### config.mk
export PLATFORM = sky130hd
export DESIGN_NAME = logic_result_stage
export DESIGN_NICKNAME = d
export VERILOG_FILES = /design/src/rtl/logic_stage_pkg.sv /design/src/rtl/logic_result_stage_compute.sv /design/src/rtl/logic_result_stage.sv
export SDC_FILE = /design/constraint.sdc
export NUM_CORES = 1
export LEC_CHECK = 0
export CORE_MARGIN = 2
export CORE_UTILIZATION = 52
export CTS_BUF_LIST = sky130_fd_sc_hd__clkbuf_8
export DETAILED_ROUTE_END_ITERATION = 10
export GPL_ROUTABILITY_DRIVEN = 0
export GPL_TIMING_DRIVEN = 0
export MAX_ROUTING_LAYER = met4
export PLACE_DENSITY = 0.83
export SYNTH_ARGS = -nofsm -noshare
export SYNTH_HDL_FRONTEND = slang
export SYNTH_HIERARCHICAL = 1
export SYNTH_SLANG_ARGS = --single-unit
### constraint.sdc
create_clock -name clk -period 2.1 [get_ports clk]
set_input_delay 0.315 -clock clk [delete_from_list [all_inputs] [get_ports clk]]
set_output_delay 0.315 -clock clk [all_outputs]
set_load 0.01 [all_outputs]
### src/rtl/logic_stage_pkg.sv
// Shared types for the logic result stage: op encoding and occupancy states.
package logic_stage_pkg;

  // Bitwise function selected per transaction.
  typedef enum logic [1:0] {
    OP_AND  = 2'd0,
    OP_NAND = 2'd1,
    OP_XNOR = 2'd2,
    OP_RSVD = 2'd3
  } op_e;

  // Occupancy of the output register (OR) and skid register (SK).
  // EMPTY: OR empty. ONE: OR full, SK empty. TWO: both full.
  typedef enum logic [1:0] {
    EMPTY = 2'd0,
    ONE   = 2'd1,
    TWO   = 2'd2
  } occ_e;

endpackage

### src/rtl/logic_result_stage_compute.sv
// Combinational bitwise function unit feeding the result stage.
// Reserved op yields a zero result with the error flag set.
module logic_op_compute
  import logic_stage_pkg::*;
#(
  parameter int WIDTH = 8
) (
  input  logic [WIDTH-1:0] i_a,
  input  logic [WIDTH-1:0] i_b,
  input  logic [1:0]       i_op,
  output logic [WIDTH-1:0] o_y,
  output logic             o_zero,
  output logic             o_err
);

  logic [WIDTH-1:0] w_y;
  logic             w_err;

  // Select the bitwise function; zero flag follows the computed result.
  always_comb begin
    w_y   = '0;
    w_err = 1'b0;
    case (op_e'(i_op))
      OP_AND:  w_y = i_a & i_b;
      OP_NAND: w_y = ~(i_a & i_b);
      OP_XNOR: w_y = ~(i_a ^ i_b);
      OP_RSVD: w_err = 1'b1;
    endcase
  end

  assign o_y    = w_y;
  assign o_zero = ~|w_y;
  assign o_err  = w_err;

endmodule

### src/rtl/logic_result_stage.sv
// Registered result stage with a two-entry skid buffer.
// Handshake: a transfer happens on a rising edge where valid && ready are both
// high; valid never drops and data never changes until that transfer occurs
// (reset excepted). in_ready comes straight from a flop.
module logic_result_stage
  import logic_stage_pkg::*;
#(
  parameter int WIDTH = 8,
  parameter int CNT_W = 16
) (
  input  logic             clk,
  input  logic             rst_n,
  input  logic             in_valid,
  output logic             in_ready,
  input  logic [WIDTH-1:0] in_a,
  input  logic [WIDTH-1:0] in_b,
  input  logic [1:0]       in_op,
  output logic             out_valid,
  input  logic             out_ready,
  output logic [WIDTH-1:0] out_y,
  output logic             out_zero,
  output logic             out_err,
  output logic [1:0]       out_op,
  output logic [CNT_W-1:0] acc_count,
  output logic [1:0]       dbg_state
);

  typedef struct packed {
    logic [WIDTH-1:0] y;
    logic             zero;
    logic             err;
    op_e              op;
  } result_t;

  occ_e             r_state;
  occ_e             w_state_nxt;
  logic             r_in_ready;
  result_t          r_or;
  result_t          r_sk;
  logic [CNT_W-1:0] r_count;

  logic [WIDTH-1:0] w_y;
  logic             w_zero;
  logic             w_err;
  result_t          w_res;
  logic             w_acc;
  logic             w_drain;
  logic             w_load_or_new;
  logic             w_load_or_sk;
  logic             w_load_sk;

  logic_op_compute #(.WIDTH(WIDTH)) u_compute (
    .i_a    (in_a),
    .i_b    (in_b),
    .i_op   (in_op),
    .o_y    (w_y),
    .o_zero (w_zero),
    .o_err  (w_err)
  );

  assign w_res   = '{y: w_y, zero: w_zero, err: w_err, op: op_e'(in_op)};
  assign w_acc   = in_valid && r_in_ready;
  assign w_drain = (r_state != EMPTY) && out_ready;

  // Occupancy next-state and register load selects.
  always_comb begin
    w_state_nxt   = r_state;
    w_load_or_new = 1'b0;
    w_load_or_sk  = 1'b0;
    w_load_sk     = 1'b0;
    case (r_state)
      EMPTY: begin
        if (w_acc) begin
          w_state_nxt   = ONE;
          w_load_or_new = 1'b1;
        end
      end
      ONE: begin
        if (w_acc && w_drain) begin
          w_load_or_new = 1'b1;
        end else if (w_acc) begin
          w_state_nxt = TWO;
          w_load_sk   = 1'b1;
        end else if (w_drain) begin
          w_state_nxt = EMPTY;
        end
      end
      TWO: begin
        if (w_drain) begin
          w_state_nxt  = ONE;
          w_load_or_sk = 1'b1;
        end
      end
      default: w_state_nxt = EMPTY;
    endcase
  end

  // State register; in_ready is registered from the next occupancy.
  always_ff @(posedge clk) begin
    if (!rst_n) begin
      r_state    <= EMPTY;
      r_in_ready <= 1'b1;
    end else begin
      r_state    <= w_state_nxt;
      r_in_ready <= (w_state_nxt != TWO);
    end
  end

  // Output and skid data registers; SK only fills while OR is held.
  always_ff @(posedge clk) begin
    if (!rst_n) begin
      r_or <= '0;
      r_sk <= '0;
    end else begin
      if (w_load_or_new) r_or <= w_res;
      else if (w_load_or_sk) r_or <= r_sk;
      if (w_load_sk) r_sk <= w_res;
    end
  end

  // Saturating count of accepted transactions.
  always_ff @(posedge clk) begin
    if (!rst_n) begin
      r_count <= '0;
    end else if (w_acc && (r_count != {CNT_W{1'b1}})) begin
      r_count <= r_count + CNT_W'(1);
    end
  end

  assign in_ready  = r_in_ready;
  assign out_valid = (r_state != EMPTY);
  assign out_y     = r_or.y;
  assign out_zero  = r_or.zero;
  assign out_err   = r_or.err;
  assign out_op    = r_or.op;
  assign acc_count = r_count;
  assign dbg_state = r_state;

endmodule

==> impl_metrics.tcl <==
set metrics [dict create \
    grt-ovfl-total 0 \
    num_vias 2139 \
    crit_arrival_ps 2130 \
    ant_nets 0 \
    max_freq_mhz 521 \
    synth.cell_area_sq_mm 0.00231 \
    boundaryPins 54 \
    dr.pass1.iters 4 \
    ys_types 48 \
    ys_seq_area_share_pct 37.3 \
    worstPathCellList "clkdlybuf4s50_1 > ha_1 > nor2b_1 > o31ai_1 > o221ai_1 > nor4_2 > nor2_1 > a211oi_1" \
    drt-initial-drc-count 153 \
    startpoint_type "input pin" \
    slowest_delay_ps 410 \
    clk_latency_ps 300 \
    post-dp-hpwl_um 3850 \
    muxShareOfSynthArea_pct 12.6 \
    path_delay_family "compound AO/OA/AOI/OAI gates" \
    die_w_um 70.6 \
    avgRoutedWirePerCell_um 13.7 \
    synthXorXnorAreaFrac_pct 0 \
    routed_wl_um 5100 \
    cts_tree "yes" \
    grt_max_degree 13 \
    crit_cells 8 \
    holdCritStartpoint "acc_count[1]$_SDFFE_PN0P_" \
    core_area_sq_mm 0.00432 \
    yosys.area_share.simple_pct 22.9 \
    min_path_type "flip-flop to flip-flop" \
    synth_top_cell_by_area "dfxtp_1" \
    cts.sinks 43 \
    drive_above_1_share_pct 8.41 \
    hold_path_depth 2 \
    grt_pass1_wl_um 8750 \
    vias_per_cell 5.73 \
    setup_violations 0 \
    finalCritPeriodShare_pct 91.3 \
    r2r_cells 6 \
    ir_worst_vdd_v 0.000401 \
    synth-compound-area-share_pct 17.8 \
    async_flop_share_pct 0 \
    synth_edf_count 0 \
    start_util_pct 53.4 \
    synth_top_area_share_pct 37.3 \
    synth.area.top_cells "dfxtp_1 (37%), mux2i_1 (12%), nor2_1 (5.2%), a211oi_1 (4.9%), ha_1 (4.9%)" \
    htreeDepth 2 \
    synth_cells 260 \
    areaGrowthSynthToFinish_pct 30.2 \
    relSlewSlack_pct 63.2 \
    fin_skew_ps 2.56 \
    hold_viol_final 0 \
    rsz0062_at_grt "no" \
    tightest_slew_ps 552 \
    crit_buf_inv 1 \
    antennaDiodeCount 0 \
    layout_min_cycle_time_ps 1920 \
    antenna_found_initial 0 \
    synthAdderAreaFrac_pct 4.88 \
    cellLeakagePower_nw 1.19 \
    cp-end-kind "flip-flop" \
    required_ps 2320 \
    critPathKind "input pin to flip-flop" \
    synth_ff_type "dfxtp_1" \
    rows 24 \
    hold_path_end "acc_count[1]$_SDFFE_PN0P_" \
    cts_made_buffers 5 \
    worstReg2RegEnd "acc_count[14]$_SDFFE_PN0P_" \
    outcome "finished clean" \
    slowest_stage "clkdlybuf4s50_1" \
    cts_setup_buffers 0 \
    max_cap_violations 0 \
    first_global_vias 1900 \
    root_buffer "clkbuf_8" \
    crit_fanout 2 \
    syn_nets 291 \
    remaining_drc_errors 0 \
    dieArea_sq_mm 0.00499 \
    die_y_um 70.6 \
    grt_usage_pct 22.2 \
    slew_violations 0 \
    synth_top_family_by_area "simple AND/OR/NAND/NOR gates" \
    clk_path_buf_depth 2 \
    worstReg2RegStart "acc_count[0]$_SDFFE_PN0P_" \
    clk_pin_slew_worst_paths_ps 80 \
    final_util_pct 69.5 \
    synth_seq_cells 43 \
    port_buffers 53 \
    design_power_total_mw 1.75 \
    syn_avg_cell_area_sq_um 8.88 \
    power.density_mw_per_mm2 584 \
    r2r_slack_ps 280 \
    ys.warnings.count 6 \
    nets 351 \
]
==> layer usage <==
layer	track usage, %	part of all wire, %	vias up
met2	35.2	47	63
met3	4.56	5.1	10
met5	-	0	-
met4	9.01	2.0	0
li1	-	-	1087
met1	27.9	46	979
==> flip-flops by register name (all words and copies together), names as in the netlist <==
| signal | cells |
|---|---|
| acc_count | 16 |
| dbg_state | 2 |
| in_ready | 1 |
| out_err | 1 |
| out_op | 2 |
| out_y | 8 |
| out_zero | 1 |
| r_sk | 12 |
==> kinds of logic after synthesis <==
kind of cell               after synthesis
AOI/OAI and AO/OA                       64
adders and majority gates                9
buffers and inverters                   22
DFF                                     43
muxes                                   29
and+or+nand+nor                         93
==> per-stage QoR <==
step                      setup TNS (ps)  worst slack (ps)  hold slack [ps]  cells  cell area, sq um
after global placement              -230              -128              473    365              2910
after floorplan                        0               446              439    260              2310
after global routing                   0              54.8              526    373              3010
after CTS                              0               143              502    373              3010
final                                  0               182              495    373              3010
after detailed placement            -367              -173              483    365              2910
==> worst min-delay path, delay by kind of cell, from the launching register on <==
family,cells,cell delay [ps]
mux,1,50
flops,1,340
simple gates,1,60
==> what timing repair did <==
item	CTS	global route
gates resized for setup	0	1
hold buffers	0	0
setup endpoints to repair	0	1
==> power by group <==
group / internal (mW) / switching [mW]
Combinational: 0.166 / 0.149
Clock: 0.295 / 0.272
Sequential: 0.849 / 0.0237
==> Yosys cell counts (2+ instances only) <==
library cell   n
or3_1          7
o41ai_1        3
mux2i_1       28
clkbuf_1       4
a21oi_1       14
or4_1          5
nand3_1        6
dfxtp_1       43
nor2_1        32
nand2_1       14
nor3_1         2
buf_1          2
a21o_1         3
nand4_1        5
o21ai_0       12
buf_2          6
o21ai_1        3
o31ai_1        5
nand2b_1       2
inv_1          7
ha_1           9
nor4_2         2
nor2b_1        4
o22ai_1        4
a211oi_1      15
==> worst max-delay path by stage <==
stage	from	to	slack [ps]
2_1_floorplan	in_a[3]	out_zero$_SDFFE_PN0P_	450
3_3_place_gp	in_op[1]	out_zero$_SDFFE_PN0P_	-130
3_5_place_dp	in_op[0]	out_zero$_SDFFE_PN0P_	-170
4_1_cts	in_op[0]	out_zero$_SDFFE_PN0P_	140
5_1_grt	in_op[1]	out_zero$_SDFFE_PN0P_	50
6_report	in_a[1]	out_zero$_SDFFE_PN0P_	180
==> layout make-up <==
type / count / area, sq um
clock inverters: 1 / 3.75
clock buffers: 7 / 96.3
fillers: 363 / 1320
multi-input cells: 195 / 1340
flip-flops and latches: 43 / 861
well taps: 52 / 65.1
inverters: 8 / 30.0
repair buffers: 53 / 531
plain buffers: 14 / 76.3
==> cell usage in the layout, fill, tap and decap left out, types with 2 or more instances in the layout <==
| master | n |
|---|---|
| a211oi_1 | 15 |
| a21o_1 | 3 |
| a21oi_1 | 14 |
| buf_2 | 6 |
| clkbuf_1 | 4 |
| clkbuf_8 | 7 |
| clkdlybuf4s50_1 | 53 |
| dfxtp_1 | 43 |
| ha_1 | 9 |
| inv_1 | 8 |
| mux2i_1 | 28 |
| nand2_1 | 14 |
| nand2b_1 | 2 |
| nand3_1 | 6 |
| nand4_1 | 5 |
| nor2_1 | 32 |
| nor2b_1 | 4 |
| nor3_1 | 2 |
| nor4_2 | 2 |
| o21ai_0 | 12 |
| o21ai_1 | 3 |
| o22ai_1 | 4 |
| o31ai_1 | 5 |
| o41ai_1 | 3 |
| or3_1 | 7 |
| or4_1 | 5 |
Note: power is estimated with default switching activity, not from simulation.
